$ cat config.mk
export PLATFORM = sky130hd
export DESIGN_NAME = spi_master
export DESIGN_NICKNAME = d
export VERILOG_FILES = /design/src/rtl/spi_master_pkg.sv /design/src/rtl/spi_master_clk_div.sv /design/src/rtl/spi_master.sv
export SDC_FILE = /design/constraint.sdc
export NUM_CORES = 1
export LEC_CHECK = 0
export CAP_MARGIN = 5
export CORE_ASPECT_RATIO = 2
export CORE_MARGIN = 3
export CORE_UTILIZATION = 40
export CTS_BUF_LIST = sky130_fd_sc_hd__clkbuf_16
export CTS_CLUSTER_DIAMETER = 40
export DETAILED_ROUTE_END_ITERATION = 7
export SYNTH_ARGS = -nofsm -noshare
export SYNTH_HDL_FRONTEND = slang
export SYNTH_SLANG_ARGS = --single-unit
$ cat constraint.sdc
create_clock -name clk -period 2.8 [get_ports clk]
set_clock_uncertainty 0.15 [all_clocks]
set_input_delay 0.56 -clock clk [delete_from_list [all_inputs] [get_ports clk]]
set_output_delay 0.56 -clock clk [all_outputs]
set_load 0.03 [all_outputs]
$ cat src/rtl/spi_master_pkg.sv
// spi_master_pkg: FSM state encodings, SPI mode bit positions and a clog2 helper
// shared by the SPI master and its prescaler.
package spi_master_pkg;

    typedef enum logic [1:0] {
        ST_IDLE     = 2'd0,
        ST_SETUP    = 2'd1,
        ST_TRANSFER = 2'd2,
        ST_HOLD     = 2'd3
    } spi_state_e;

    localparam int MODE_CPOL = 1;
    localparam int MODE_CPHA = 0;

    function automatic int spi_clog2(input int value);
        int result;
        result = 0;
        while ((1 << result) < value) begin
            result = result + 1;
        end
        return result;
    endfunction

endpackage

$ cat src/rtl/spi_master_clk_div.sv
// spi_master_clk_div: half-period counter 0..CLK_PRESCALER-1, tick on the last count.
// A clear holds the counter at zero so every phase starts with a full half-period.
module spi_master_clk_div
    import spi_master_pkg::*;
#(
    parameter int CLK_PRESCALER = 4
) (
    input  logic clk,
    input  logic rstn,
    input  logic en_i,
    input  logic clr_i,
    output logic tick_o
);
    localparam int CW = (CLK_PRESCALER > 1) ? spi_clog2(CLK_PRESCALER) : 1;
    localparam logic [CW-1:0] LAST = CW'(CLK_PRESCALER - 1);

    logic [CW-1:0] cnt_q, cnt_d;

    assign tick_o = en_i && (cnt_q == LAST);

    always_comb begin
        cnt_d = cnt_q;
        if (clr_i) begin
            cnt_d = '0;
        end else if (tick_o) begin
            cnt_d = '0;
        end else if (en_i) begin
            cnt_d = cnt_q + 1'b1;
        end
    end

    always_ff @(posedge clk or negedge rstn) begin
        if (!rstn) begin
            cnt_q <= '0;
        end else begin
            cnt_q <= cnt_d;
        end
    end

endmodule

$ cat src/rtl/spi_master.sv
// spi_master: full-duplex SPI master with runtime CPOL/CPHA, bit order and one-hot slave select.
// Build option SPI_MASTER_BURST_EN chains a same-slave start in the last HOLD cycle into the next frame.
module spi_master
    import spi_master_pkg::*;
#(
    parameter int  FRAME_LENGTH  = 8,
    parameter int  CLK_PRESCALER = 4,
    parameter int  N_SLAVES      = 1,
    localparam int SS_WIDTH      = (spi_clog2(N_SLAVES) > 1) ? spi_clog2(N_SLAVES) : 1
) (
    input  logic                    clk,
    input  logic                    rstn,
    input  logic                    start,
    input  logic [1:0]              mode,
    input  logic                    lsb_first,
    input  logic [SS_WIDTH-1:0]     ss_sel,
    input  logic [FRAME_LENGTH-1:0] tx_data,
    output logic [FRAME_LENGTH-1:0] rx_data,
    output logic                    busy,
    output logic                    done,
    output logic                    sclk,
    output logic                    mosi,
    input  logic                    miso,
    output logic [N_SLAVES-1:0]     ss_n,
    output spi_state_e              dbg_state_o
);
    localparam int IW = spi_clog2(FRAME_LENGTH);
    localparam int EW = IW + 1;
    localparam logic [EW-1:0] LAST_EDGE = EW'(2 * FRAME_LENGTH - 1);
    localparam logic [IW-1:0] LAST_BIT  = IW'(FRAME_LENGTH - 1);

    spi_state_e              state_q, state_d;
    logic [FRAME_LENGTH-1:0] tx_q, tx_d;
    logic [FRAME_LENGTH-1:0] rx_sh_q, rx_sh_d;
    logic [FRAME_LENGTH-1:0] rx_data_q, rx_data_d;
    logic [1:0]              mode_q, mode_d;
    logic                    lsb_q, lsb_d;
    logic [SS_WIDTH-1:0]     ss_q, ss_d;
    logic [EW-1:0]           edge_q, edge_d;
    logic                    sclk_q, sclk_d;
    logic                    mosi_q, mosi_d;
    logic                    busy_q, busy_d;
    logic                    done_q, done_d;
    logic [N_SLAVES-1:0]     ss_n_q, ss_n_d;

    logic          tick;
    logic          burst_ok;
    logic          load;
    logic          frame_end;
    logic          sample_edge;
    logic [IW-1:0] bit_idx;

    // Position in the frame word of the pos-th bit on the wire.
    function automatic logic [IW-1:0] seq_idx(input logic lsb, input logic [IW-1:0] pos);
        return lsb ? pos : (LAST_BIT - pos);
    endfunction

    spi_master_clk_div #(
        .CLK_PRESCALER(CLK_PRESCALER)
    ) u_clk_div (
        .clk   (clk),
        .rstn  (rstn),
        .en_i  (state_q != ST_IDLE),
        .clr_i (state_q == ST_IDLE),
        .tick_o(tick)
    );

`ifdef SPI_MASTER_BURST_EN
    // A CPOL change needs a real idle gap so the slave sees a clean clock level.
    assign burst_ok = start && (ss_sel == ss_q) && (mode[MODE_CPOL] == mode_q[MODE_CPOL]);
`else
    assign burst_ok = 1'b0;
`endif

    assign frame_end   = (state_q == ST_HOLD) && tick;
    assign load        = ((state_q == ST_IDLE) && start) || (frame_end && burst_ok);
    assign bit_idx     = edge_q[EW-1:1];
    assign sample_edge = (~edge_q[0]) ^ mode_q[MODE_CPHA];

    always_ff @(posedge clk or negedge rstn) begin
        if (!rstn) begin
            state_q <= ST_IDLE;
        end else begin
            state_q <= state_d;
        end
    end

    always_comb begin
        state_d = state_q;
        case (state_q)
            ST_IDLE:     if (start) state_d = ST_SETUP;
            ST_SETUP:    if (tick) state_d = ST_TRANSFER;
            ST_TRANSFER: if (tick && (edge_q == LAST_EDGE)) state_d = ST_HOLD;
            ST_HOLD:     if (tick) state_d = burst_ok ? ST_TRANSFER : ST_IDLE;
            default:     state_d = ST_IDLE;
        endcase
    end

    always_comb begin
        tx_d      = tx_q;
        mode_d    = mode_q;
        lsb_d     = lsb_q;
        ss_d      = ss_q;
        edge_d    = edge_q;
        rx_sh_d   = rx_sh_q;
        rx_data_d = rx_data_q;
        sclk_d    = sclk_q;
        mosi_d    = mosi_q;
        done_d    = 1'b0;
        ss_n_d    = '1;

        if (state_q != ST_TRANSFER) begin
            edge_d = '0;
        end
        if (state_q == ST_HOLD) begin
            sclk_d = mode_q[MODE_CPOL];
        end
        if ((state_q == ST_TRANSFER) && tick) begin
            sclk_d = ~sclk_q;
            edge_d = (edge_q == LAST_EDGE) ? '0 : edge_q + 1'b1;
            if (sample_edge) begin
                rx_sh_d[seq_idx(lsb_q, bit_idx)] = miso;
            end else if (mode_q[MODE_CPHA]) begin
                mosi_d = tx_q[seq_idx(lsb_q, bit_idx)];
            end else if (bit_idx != LAST_BIT) begin
                mosi_d = tx_q[seq_idx(lsb_q, bit_idx + 1'b1)];
            end
        end
        if (load) begin
            tx_d   = tx_data;
            mode_d = mode;
            lsb_d  = lsb_first;
            ss_d   = ss_sel;
            sclk_d = mode[MODE_CPOL];
            mosi_d = tx_data[seq_idx(lsb_first, '0)];
        end
        if (frame_end) begin
            done_d    = 1'b1;
            rx_data_d = rx_sh_q;
        end

        busy_d = (state_d != ST_IDLE);
        for (int i = 0; i < N_SLAVES; i++) begin
            ss_n_d[i] = !(busy_d && (ss_d == SS_WIDTH'(i)));
        end
    end

    always_ff @(posedge clk or negedge rstn) begin
        if (!rstn) begin
            tx_q      <= '0;
            mode_q    <= '0;
            lsb_q     <= 1'b0;
            ss_q      <= '0;
            edge_q    <= '0;
            rx_sh_q   <= '0;
            rx_data_q <= '0;
            sclk_q    <= 1'b0;
            mosi_q    <= 1'b0;
            busy_q    <= 1'b0;
            done_q    <= 1'b0;
            ss_n_q    <= '1;
        end else begin
            tx_q      <= tx_d;
            mode_q    <= mode_d;
            lsb_q     <= lsb_d;
            ss_q      <= ss_d;
            edge_q    <= edge_d;
            rx_sh_q   <= rx_sh_d;
            rx_data_q <= rx_data_d;
            sclk_q    <= sclk_d;
            mosi_q    <= mosi_d;
            busy_q    <= busy_d;
            done_q    <= done_d;
            ss_n_q    <= ss_n_d;
        end
    end

    assign rx_data     = rx_data_q;
    assign busy        = busy_q;
    assign done        = done_q;
    assign sclk        = sclk_q;
    assign mosi        = mosi_q;
    assign ss_n        = ss_n_q;
    assign dbg_state_o = state_q;

endmodule
# --- Yosys cells after proc, flatten, opt, wreduce, memory -nomap -nowiden ---
# Cells that the tools add are included.
word_totals:
  regBits: 41
  latch_bits: 0
  ramBits: 0
  rom_bits: 0
  inputBits: 16
  out_inout_bits: 15
  elab_cells: 86
  n_memories: 0
op_classes:
  n_addsub: 5
  mul: 0
  n_div: 0
  order_cmp: 4
  n_eq_ne: 8
  n_shift: 0
  n_mux: 33
  n_bitwise: 4
  n_reduce_logical: 18
op_table:
  columns: ["cell", "n"]
  rows:
  - ["2-to-1 mux 1 bit", 14]
  - ["2-to-1 mux 2 bit", 7]
  - ["< comparator 3 x 4 -> 1 bit (second input constant)", 3]
  - ["2-to-1 mux 4 bit", 3]
  - ["binary-select mux 1 bit (select 3 bit)", 3]
  - ["2-to-1 mux 3 bit", 3]
  - ["nonzero test 3 bit", 3]
  - ["bitwise mux 8 bit", 1]
  - ["case mux 2 bit (4 select lines)", 1]
  - ["nonzero test 2 bit", 4]
  - ["logical AND 1 bit", 7]
  - ["== test 2 bit (second input constant)", 3]
  - ["subtractor 3 bit (first input constant)", 2]
  - ["adder 4 x 1 -> 4 bit (second input constant)", 1]
  - ["== test 4 bit (second input constant)", 1]
  - ["!= test 2 bit (second input constant)", 2]
  - ["adder 3 x 1 -> 3 bit (second input constant)", 1]
  - ["demux 1 bit (select 3 bit)", 1]
  - ["greater-or-equal comparator 3 x 1 -> 1 bit (second input constant)", 1]
  - ["!= test 3 bit (second input constant)", 1]
  - ["NOT 1 bit", 3]
  - ["AND reduction 3 bit", 1]
  - ["adder 2 x 1 -> 2 bit (second input constant)", 1]
  - ["== test 2 x 1 -> 1 bit (second input constant)", 1]
  - ["other kinds (4)", 4]

# --- Depth between registers and ports, before layout ---
# Gate-level depths: netlist of run 1.
logic_depth:
  ltp_word: 10
  ltp_mapped: 7
  ltp_nobuf: 7

# --- By module ---
# From an unflattened synthesis of run 1, not the netlist that was laid out.
unflattened:
  hier_cells: 243
  hier_area_um2: 2382.3
by_module_without_submodules:
  columns: ["mod", "n_inst", "cells_each", "area_each_um2"]
  rows:
  - ["spi_master", 1, 234, 2269.7]
  - ["spi_master_clk_div", 1, 9, 112.6]

# --- Worst setup path after synthesis of run 1 ---
# OpenSTA, ideal clock, no wires.
synth_timing:
  path_type: "register to register"
  from: "register state_q[1] (netlist: dbg_state_o[1])"
  to: "register ss_n_q (netlist: ss_n)"
  setup_ns: 0.088
  t_arrival_ns: 1.747
  required_ns: 2.562
  setup_slack_ns: 0.815
  stages_incl_launch_ff: 5
  synth_period_minus_slack_ns: 1.985
  cell_sequence: "dfrtp_1 buf_2 nor3_2 mux2_1 or3_1"
synth_between:
  elab_cells_between_ends: 18
  classes_between: "eq/ne (3); mux (6); bitwise (1); reduce/logical (8)"
synth_lines:
  columns: ["element", "line", "source"]
  rows:
  - ["start, declared", "spi_master.sv:32", "spi_state_e state_q, state_d;"]
  - ["start signal, assigned", "spi_master.sv:84", "state_q <= state_d;"]
  - ["logical NOT 2 bit", "spi_master.sv:76", "assign load = ((state_q == ST_IDLE) && start) || (frame_end && burst_ok);"]
  - ["logical AND 1 bit", "spi_master.sv:76", null]
  - ["2-to-1 mux 1 bit", "spi_master.sv:129", "if (load) begin"]
  - ["named net ss_d", "spi_master.sv:38", "logic [SS_WIDTH-1:0] ss_q, ss_d;"]
  - ["NOT 1 bit", "spi_master.sv:144", "ss_n_d[i] = !(busy_d && (ss_d == SS_WIDTH'(i)));"]
  - ["logical AND 1 bit", "spi_master.sv:144", null]
  - ["logical NOT 1 bit", "spi_master.sv:144", null]
  - ["named net ss_n_d", "spi_master.sv:44", "logic [N_SLAVES-1:0] ss_n_q, ss_n_d;"]
  - ["end signal, assigned", "spi_master.sv:174", "ss_n_q <= ss_n_d;"]
  - ["end, declared", "spi_master.sv:44", null]
# The timed path passes the listed nets, and every way through them passes these cells.
# A chain may end at the register's enable or synchronous reset.

# --- Worst setup path after layout of run 1 ---
layout_timing:
  from: "register state_q[1] (netlist: dbg_state_o[1])"
  to: "output dbg_state_o[1]"
layout_lines:
  columns: ["element", "line", "source"]
  rows:
  - ["end, declared", "spi_master.sv:25", "output spi_state_e dbg_state_o"]
# No word-level cell between the ends.

==> results of run 1 <==
==> worst max-delay path by stage <==
| stage | slack [ns] | to | from |
|---|---|---|---|
| floorplan | 0.81 | ss_n | dbg_state_o[1] |
| global placement | 0.60 | rx_sh_q[7] | u_clk_div.cnt_q[0] |
| detailed placement | 0.57 | rx_sh_q[7] | u_clk_div.cnt_q[0] |
| CTS | 0.48 | dbg_state_o[1] | dbg_state_o[1] |
| global route | 0.38 | rx_sh_q[5] | u_clk_div.cnt_q[0] |
| finish | 0.49 | dbg_state_o[1] | dbg_state_o[1] |
==> stage by stage <==
stage	setup WS, ns	power, mW	cell area [um2]
floorplan	0.815	1.75	2320
global placement	0.597	2.08	2650
detailed placement	0.574	2.10	2650
CTS	0.484	2.65	2780
global route	0.383	2.79	2780
finish	0.488	2.61	2780
==> cells by family (layout without fill, tap and decap cells) <==
logic type               Yosys count  in the layout
adder cells (fa/ha/maj)            4              4
AO/OA/AOI/OAI                     54             54
AND/OR/NAND/NOR                   59             59
buffers and inverters             28             54
XOR/XNOR                           5              5
multiplexers                      31             31
flip-flops                        41             41
==> flip-flops by register name, summed over array words and instances (netlist names), 2 cells and up <==
register,count
rx_data,8
mode_q,2
tx_q,8
dbg_state_o,2
u_clk_div.cnt_q,2
rx_sh_q,8
edge_q,4
==> power by group through the flow <==
stage                     Combinational [mW]  Sequential, mW  Clock [mW]
after CTS                               1.05            1.05       0.553
after global placement                  1.03            1.05           0
final                                   1.03            1.04       0.537
after detailed placement                1.04            1.06           0
after global routing                    1.14            1.08       0.574
after floorplan                        0.639            1.11           0
==> cell type report <==
class	count	area, um2	share of cell area (%)
multi-input combinational	153	1160	41.9
inverter	10	37.5	1.35
clock buffer	5	125	4.50
tap	60	75.1	2.70
sequential	41	1030	36.9
timing repair buffer	36	340	12.2
clock inverter	3	11.3	0.405
==> per-layer routing <==
layer	track usage [%]	vias to the layer above	wire, um
met5	0	-	0
met4	8.73	0	170
met3	3.74	13	188
met2	28.2	46	2780
met1	18.4	920	1920
li1	-	884	-
==> placed cells by master, fill, tap and decap left out, drive strengths merged, types with 2 or more instances in the layout <==
| master | n |
|---|---|
| nand3 | 13 |
| clkdlybuf4s50 | 29 |
| o32ai | 6 |
| a21oi | 13 |
| mux2 | 23 |
| buf | 7 |
| xnor2 | 3 |
| o21ai | 13 |
| xor2 | 2 |
| nand4 | 2 |
| nor3b | 2 |
| mux4 | 3 |
| a31oi | 3 |
| a221oi | 9 |
| nor4 | 5 |
| a2111oi | 2 |
| nor2 | 10 |
| dfrtp | 40 |
| clkbuf | 5 |
| mux2i | 5 |
| nor3 | 7 |
| ha | 4 |
| inv | 12 |
| nand2 | 11 |
| a311oi | 2 |
| or3 | 3 |
==> report_table.html, run 1 <==
<table>
<tr><th>Metric</th><th>Value</th></tr>
<tr><th colspan="2">Power</th></tr>
<tr><td>Proportion of power drawn by combinational gates</td><td>39.5%</td></tr>
<tr><td>Net switching power figure</td><td>0.995 mW</td></tr>
<tr><td>Portion of total power attributed to the clock network</td><td>20.5%</td></tr>
<tr><td>Sequential share of power</td><td>39.9%</td></tr>
<tr><td>Worst-case vdd ir drop</td><td>0.000681 V</td></tr>
<tr><td>Pwr Density</td><td>940 nW/um2</td></tr>
<tr><td>Internal cell power</td><td>1.62 mW</td></tr>
<tr><td>Sw Share</td><td>38.1%</td></tr>
<tr><td>Leak pwr</td><td>1.05 nW</td></tr>
<tr><th colspan="2">STA</th></tr>
<tr><td>Min Clock Period, post-route</td><td>2.31 ns</td></tr>
<tr><td>Slew at the pin closest to its max-slew limit</td><td>0.908 ns</td></tr>
<tr><td>Fmax</td><td>433 MHz</td></tr>
<tr><td>Final setup violating endpoints</td><td>0</td></tr>
<tr><td>Summed negative setup slack over all endpoints</td><td>0 ns</td></tr>
<tr><td>Share of the cycle needed by the critical path after routing</td><td>82.6%</td></tr>
<tr><td>Total count of max-transition violations in the final report</td><td>0</td></tr>
<tr><td>Remaining max-slew budget at the tightest pin</td><td>39.5%</td></tr>
<tr><td>Worst hold slack</td><td>0.256 ns</td></tr>
<tr><td>Final Hold Violating Endpoints</td><td>0</td></tr>
<tr><td>RSZ-0062 raised after global routing</td><td>false</td></tr>
<tr><th colspan="2">Worst setup path</th></tr>
<tr><td>Highest fanout seen on the critical path</td><td>12</td></tr>
<tr><td>Category of the worst setup path launch point</td><td>flop</td></tr>
<tr><td>Worst reg-to-reg setup slack</td><td>0.58 ns</td></tr>
<tr><td>Kind of capture point of the worst setup path</td><td>primary output</td></tr>
<tr><td>Number of gates on the worst path with buffers counted</td><td>1</td></tr>
<tr><td>WP data arrival</td><td>1.60 ns</td></tr>
<tr><td>Peak per-stage delay on the critical path</td><td>0.75 ns</td></tr>
<tr><td>Reg2Reg Depth</td><td>6</td></tr>
<tr><td>Slowest library cell on the worst path</td><td>clkdlybuf4s50_1</td></tr>
<tr><td>Dominant delay contributor by cell family on the critical path</td><td>buffers and inverters</td></tr>
<tr><td>Buffering stage count on the worst path with inverters included</td><td>1</td></tr>
<tr><td>CP cell instances</td><td>clkdlybuf4s50_1</td></tr>
<tr><td>Critical setup path kind</td><td>flop to primary output</td></tr>
<tr><td>Worst r2r src</td><td>u_clk_div.cnt_q[0]</td></tr>
<tr><td>Required time reported for the critical path endpoint</td><td>2.09 ns</td></tr>
<tr><td>Worst flop-to-flop path endpoint</td><td>rx_sh_q[7]</td></tr>
<tr><th colspan="2">Synth</th></tr>
<tr><td>Adder-cell share of the synthesized area</td><td>2.16%</td></tr>
<tr><td>Count of flip-flops with a built-in enable after synthesis</td><td>0</td></tr>
<tr><td>Dominant combinational cell family by area after synthesis</td><td>multiplexers</td></tr>
<tr><td>Simple-Gate Fraction of Synth Area</td><td>13.3%</td></tr>
<tr><td>Mux contribution to synthesized area</td><td>16.6%</td></tr>
<tr><td>Fraction of synthesized cell area in xor and xnor cells</td><td>2.21%</td></tr>
<tr><td>Cell type contributing the most total cell area after synthesis</td><td>dfrtp_1</td></tr>
<tr><td>Area fraction in compound gates after synthesis</td><td>16.0%</td></tr>
<tr><td>Avg Synthesized Cell Area</td><td>10.4 um2</td></tr>
<tr><td>Post-synthesis async set-or-reset flop share</td><td>100%</td></tr>
<tr><td>Post-synth net total</td><td>242</td></tr>
<tr><td>Distinct cells, synth</td><td>49</td></tr>
<tr><td>Area of the mapped netlist</td><td>2320 um2</td></tr>
<tr><td>Area share of the leading cell type in the synthesized netlist</td><td>43.1%</td></tr>
<tr><td>Synth Instances</td><td>222</td></tr>
<tr><td>Count of yosys warnings during synthesis</td><td>0</td></tr>
<tr><td>Sequential area share after synthesis</td><td>44.3%</td></tr>
<tr><td>Commonest register cell after synthesis</td><td>dfrtp_1</td></tr>
<tr><td>Flop and latch count out of synthesis</td><td>41</td></tr>
<tr><td>Dominant cell by count in the synthesized netlist</td><td>dfrtp_1</td></tr>
<tr><td>Commonest cells post-synth</td><td>dfrtp_1, mux2_1, a21oi_1, nand3_1, nand2_1</td></tr>
<tr><td>Ranking of synthesized cells by area</td><td>dfrtp_1, mux2_1, a221oi_1</td></tr>
<tr><th colspan="2">Placement</th></tr>
<tr><td>RD Place Congestion</td><td>0.893</td></tr>
<tr><td>Port Buffer Count</td><td>30</td></tr>
<tr><td>HPWL after detailed placement</td><td>3620 um</td></tr>
<tr><td>Post-placement cell count</td><td>300</td></tr>
<tr><th colspan="2">Global routing</th></tr>
<tr><td>Overflow left after global routing</td><td>0</td></tr>
<tr><td>Vias in the first global route</td><td>1817</td></tr>
<tr><td>First-pass GRT wire length</td><td>8600 um</td></tr>
<tr><td>Initial antenna violation count</td><td>0</td></tr>
<tr><td>Total global routing track utilization</td><td>16.6%</td></tr>
<tr><td>Maximum number of pins on one net before global-route repair</td><td>42</td></tr>
<tr><th colspan="2">Floorplanning</th></tr>
<tr><td>Floorplan die area</td><td>6800 um2</td></tr>
<tr><td>Placeable Area</td><td>5520 um2</td></tr>
<tr><td>Initial standard-cell utilization of the core</td><td>42.1%</td></tr>
<tr><td>I/O Pins</td><td>31</td></tr>
<tr><td>Die boundary width</td><td>59.9 um</td></tr>
<tr><td>Cell Rows</td><td>38</td></tr>
<tr><td>Die extent in y</td><td>114 um</td></tr>
<tr><th colspan="2">Status</th></tr>
<tr><td>Run status</td><td>completed</td></tr>
<tr><th colspan="2">Drt</th></tr>
<tr><td>Number of DRC markers after the initial detailed-route iteration</td><td>38</td></tr>
<tr><td>DRT antenna net count</td><td>0</td></tr>
<tr><td>Total via count after detailed routing</td><td>1863</td></tr>
<tr><td>DRC violation count after routing</td><td>0</td></tr>
<tr><td>Final wirelength</td><td>5070 um</td></tr>
<tr><td>Vias per cell</td><td>6.05</td></tr>
<tr><td>DR WL/cell</td><td>16.4 um</td></tr>
<tr><td>Iteration count of the initial detailed-routing pass</td><td>4</td></tr>
<tr><th colspan="2">Clocking</th></tr>
<tr><td>CTS tree</td><td>yes</td></tr>
<tr><td>Buffers from clock root to sink, at most</td><td>2</td></tr>
<tr><td>Deepest level of the CTS H-tree</td><td>2</td></tr>
<tr><td>Clock tree root driver cell</td><td>clkbuf_16</td></tr>
<tr><td>Worst-path clk slew</td><td>0.06 ns</td></tr>
<tr><td>Hold_buf cts</td><td>0</td></tr>
<tr><td>Source-to-sink clock delay at the later pin of the worst-skew pair</td><td>0.28 ns</td></tr>
<tr><td>TritonCTS Sinks</td><td>41</td></tr>
<tr><td>Setup Buffers After CTS</td><td>0</td></tr>
<tr><td>CTS resizes</td><td>0</td></tr>
<tr><td>TritonCTS Buffers</td><td>5</td></tr>
<tr><th colspan="2">Layout</th></tr>
<tr><td>Share of post-route cells with drive strength above 1</td><td>10.1%</td></tr>
<tr><td>Utilization of the core after routing</td><td>50.4%</td></tr>
<tr><td>Fill cell total of the finished layout</td><td>524</td></tr>
<tr><td>Nets@finish</td><td>267</td></tr>
<tr><td>Final instance count without filler cells</td><td>308</td></tr>
<tr><td>N_diodes</td><td>0</td></tr>
<tr><td>Area added between synthesis and finish</td><td>19.9%</td></tr>
<tr><th colspan="2">Flow run</th></tr>
<tr><td>Number of violations of the max-capacitance limit</td><td>0</td></tr>
<tr><th colspan="2">Hold path</th></tr>
<tr><td>Path class of the lowest-slack min-delay path</td><td>input port to asynchronous set/reset pin</td></tr>
</table>
Note: power is estimated with default switching activity, not from simulation.
==> run 2: changes to the inputs <==
==> constraint.sdc (replaced) <==
create_clock -name clk -period 1.95 [get_ports clk]
set_clock_uncertainty 0.15 [all_clocks]
set_input_delay 0.39 -clock clk [delete_from_list [all_inputs] [get_ports clk]]
set_output_delay 0.39 -clock clk [all_outputs]
set_load 0.03 [all_outputs]
==> run 2 against run 1 <==
  * Clock-buffer cell count did not move
  * Critical endpoint is now mosi
  * Hold slack improved by 0.037 ns
  * Core utilization is 6.0 points higher
  * The flow now finishes with violations (negative setup slack)
  * Routed wire length is 8.0% higher
  * Total power is 63% higher
  * Final area increased by 12%
  * Global-route usage rose by 1.4 points
  * Sequential power grew 38%
  * Clock power rose by 97%
  * Combinational power up 70%
  * Critical path depth up 6
==> report_table.html, run 2 (synthesized netlist as in run 1, its figures left out) <==
<table>
<tr><th>Metric</th><th>Value</th></tr>
<tr><th colspan="2">Layout</th></tr>
<tr><td>N_diodes</td><td>0 (unchanged)</td></tr>
<tr><td>Nets@finish</td><td>297 (+11%)</td></tr>
<tr><td>Fill cell total of the finished layout</td><td>515 (-1.7%)</td></tr>
<tr><td>Final instance count without filler cells</td><td>338 (+9.7%)</td></tr>
<tr><td>Utilization of the core after routing</td><td>56.4% (+6.0 points)</td></tr>
<tr><td>Most frequent cells in the layout</td><td>dfrtp_1, buf_4, clkdlybuf4s50_1</td></tr>
<tr><td>Area added between synthesis and finish</td><td>34.2%</td></tr>
<tr><td>Share of post-route cells with drive strength above 1</td><td>21.6% (+12 points)</td></tr>
<tr><td>Most common cell after layout, fill and taps aside</td><td>dfrtp_1</td></tr>
<tr><th colspan="2">STA</th></tr>
<tr><td>RSZ-0062 raised after global routing</td><td>true</td></tr>
<tr><td>Final setup violating endpoints</td><td>1 (+1)</td></tr>
<tr><td>Total count of max-transition violations in the final report</td><td>0 (unchanged)</td></tr>
<tr><td>Slew at the pin closest to its max-slew limit</td><td>0.468 ns (-0.440 ns)</td></tr>
<tr><td>Final worst slack</td><td>-0.00152 ns (-0.490 ns)</td></tr>
<tr><td>Share of the cycle needed by the critical path after routing</td><td>100%</td></tr>
<tr><td>Final Hold Violating Endpoints</td><td>0 (unchanged)</td></tr>
<tr><td>Fmax</td><td>512 MHz</td></tr>
<tr><td>Min Clock Period, post-route</td><td>1.95 ns</td></tr>
<tr><td>Remaining max-slew budget at the tightest pin</td><td>68.0% (+28 points)</td></tr>
<tr><th colspan="2">Hold path</th></tr>
<tr><td>Cells on Worst Hold Path</td><td>1</td></tr>
<tr><td>Path class of the lowest-slack min-delay path</td><td>flop to flop</td></tr>
<tr><th colspan="2">Worst setup path</th></tr>
<tr><td>Required time reported for the critical path endpoint</td><td>1.99 ns (-0.10 ns)</td></tr>
<tr><td>Reg2Reg Depth</td><td>7 (+1)</td></tr>
<tr><td>Kind of capture point of the worst setup path</td><td>flop</td></tr>
<tr><td>CP cell instances</td><td>buf_6 &gt; buf_12 &gt; mux4_2 &gt; nor3_1 &gt; nor4_1 &gt; o21ai_1 &gt; a221oi_2</td></tr>
<tr><td>Peak per-stage delay on the critical path</td><td>0.41 ns (-0.34 ns)</td></tr>
<tr><td>Category of the worst setup path launch point</td><td>flop</td></tr>
<tr><td>Highest fanout seen on the critical path</td><td>6 (-6)</td></tr>
<tr><td>Slowest library cell on the worst path</td><td>dfrtp_1</td></tr>
<tr><td>WP data arrival</td><td>1.99 ns (+0.39 ns)</td></tr>
<tr><td>Critical setup path kind</td><td>flop to flop</td></tr>
<tr><th colspan="2">Power</th></tr>
<tr><td>Leak pwr</td><td>1.23 nW (+17%)</td></tr>
<tr><td>Worst-case vdd ir drop</td><td>0.000904 V (+33%)</td></tr>
<tr><td>Pwr Density</td><td>1370 nW/um2 (+45%)</td></tr>
<tr><th colspan="2">Floorplanning</th></tr>
<tr><td>Floorplan die area</td><td>6800 um2 (unchanged)</td></tr>
<tr><td>I/O Pins</td><td>31 (unchanged)</td></tr>
<tr><td>Initial standard-cell utilization of the core</td><td>42.1% (unchanged)</td></tr>
<tr><td>Placeable Area</td><td>5520 um2 (unchanged)</td></tr>
<tr><td>Cell Rows</td><td>38 (unchanged)</td></tr>
<tr><td>Die extent in y</td><td>114 um (unchanged)</td></tr>
<tr><td>Die boundary width</td><td>59.9 um (unchanged)</td></tr>
<tr><th colspan="2">Status</th></tr>
<tr><td>Failing checks</td><td>negative setup slack</td></tr>
<tr><td>Run status</td><td>complete, but fails checks</td></tr>
<tr><th colspan="2">Clocking</th></tr>
<tr><td>Clock tree root driver cell</td><td>clkbuf_16</td></tr>
<tr><td>Deepest level of the CTS H-tree</td><td>2 (unchanged)</td></tr>
<tr><td>Buffers from clock root to sink, at most</td><td>2 (unchanged)</td></tr>
<tr><td>Worst-path clk slew</td><td>0.06 ns (about the same)</td></tr>
<tr><td>TritonCTS Sinks</td><td>41 (unchanged)</td></tr>
<tr><td>TritonCTS Buffers</td><td>5 (unchanged)</td></tr>
<tr><td>CTS tree</td><td>yes</td></tr>
<tr><td>Source-to-sink clock delay at the later pin of the worst-skew pair</td><td>0.28 ns (about the same)</td></tr>
<tr><th colspan="2">Drt</th></tr>
<tr><td>Total via count after detailed routing</td><td>1963 (+5.4%)</td></tr>
<tr><td>Vias per cell</td><td>5.81 (-4.0%)</td></tr>
<tr><td>Number of DRC markers after the initial detailed-route iteration</td><td>77 (+100%)</td></tr>
<tr><td>Iteration count of the initial detailed-routing pass</td><td>4 (unchanged)</td></tr>
<tr><td>DR WL/cell</td><td>16.2 um (-1.6%)</td></tr>
<tr><td>DRC violation count after routing</td><td>0 (unchanged)</td></tr>
<tr><td>DRT antenna net count</td><td>0 (unchanged)</td></tr>
<tr><td>Final wirelength</td><td>5470 um (+8.0%)</td></tr>
<tr><th colspan="2">Global routing</th></tr>
<tr><td>Overflow left after global routing</td><td>0 (unchanged)</td></tr>
<tr><td>First-pass GRT wire length</td><td>9420 um (+9.5%)</td></tr>
<tr><td>Initial antenna violation count</td><td>0 (unchanged)</td></tr>
<tr><td>Maximum number of pins on one net before global-route repair</td><td>27 (-36%)</td></tr>
<tr><td>Vias in the first global route</td><td>2010 (+11%)</td></tr>
<tr><td>Total global routing track utilization</td><td>18.0% (+1.4 points)</td></tr>
<tr><th colspan="2">Placement</th></tr>
<tr><td>Post-placement cell count</td><td>327 (+9.0%)</td></tr>
<tr><td>Port Buffer Count</td><td>30 (unchanged)</td></tr>
<tr><td>HPWL after detailed placement</td><td>4160 um (+15%)</td></tr>
<tr><td>RD Place Congestion</td><td>0.916 (+2.6%)</td></tr>
<tr><th colspan="2">Flow run</th></tr>
<tr><td>Number of violations of the max-capacitance limit</td><td>0 (unchanged)</td></tr>
</table>
[run 2: changes by cell type in the layout (fill, tap and decap cells not counted), moves of 2 or more]
cell,change
buf_4,+26
clkdlybuf4s50_1,-3
dlygate4sd2_1,+3
buf_12,+2
bufinv_16,+2
inv_1,-2
[run 2: per-stage QoR]
stage	hold slack [ns]	area, um2	setup TNS, ns	power, mW	setup WS [ns]
detailed placement	0.182	2880	-0.789	3.23	-0.0905
CTS	0.301	3080	0	4.30	0.0393
global route	0.326	3110	-0.0826	4.53	-0.0826
global placement	0.173	2880	-0.408	3.20	-0.0453
finish	0.293	3110	-0.00152	4.25	-0.00152
floorplan	-0.0556	2330	0	2.52	0.0506
[run 2: routing by layer]
metal / wire (um) / track usage, % / up-vias
met1: 2070 / 20.4 / 967
met3: 126 / 2.27 / 13
met5: 0 / 0 / -
li1: - / - / 950
met4: 170 / 7.69 / 0
met2: 3100 / 32.2 / 33
[run 2: critical path, delay by kind of cell (launching register included)]
family | cells | cell delay, ns
buffers and inverters | 2 | 0.28
and+or+nand+nor | 2 | 0.31
AOI/OAI and AO/OA | 2 | 0.36
DFF | 1 | 0.41
muxes | 1 | 0.34
[run 2: layout make-up]
cell class	count	area [um2]	area share, %
Multi-Input combinational cell	153	1190	38.2
Sequential cell	41	1030	33.0
Timing Repair Buffer	66	593	19.1
Clock buffer	5	125	4.02
Tap cell	60	75.1	2.41
Clock inverter	3	65.1	2.09
Inverter	10	37.5	1.21
[run 2: final timing paths]
kind                                    start                 end  slack (ns)
min reg2reg                u_clk_div.cnt_q[0]  u_clk_div.cnt_q[0]        0.29
max                                 edge_q[1]                mosi      -0.002
min in group asynchronous                rstn                done        0.40
max in group asynchronous                rstn          rx_sh_q[6]        0.77
min                        u_clk_div.cnt_q[0]  u_clk_div.cnt_q[0]        0.29
max reg2reg                         edge_q[1]                mosi      -0.002
[run 2: power by group]
| part | internal, mW | switching [mW] |
|---|---|---|
| logic | 0.832 | 0.914 |
| clock network | 0.731 | 0.330 |
| registers | 1.17 | 0.272 |
[run 2: repair_timing]
item,in CTS,in global routing
gates resized for setup,5,3
setup buffers,0,2
pin swaps,0,2
hold endpoints to repair,12,0
endpoints found under the setup margin,4,1
hold buffers,1,0
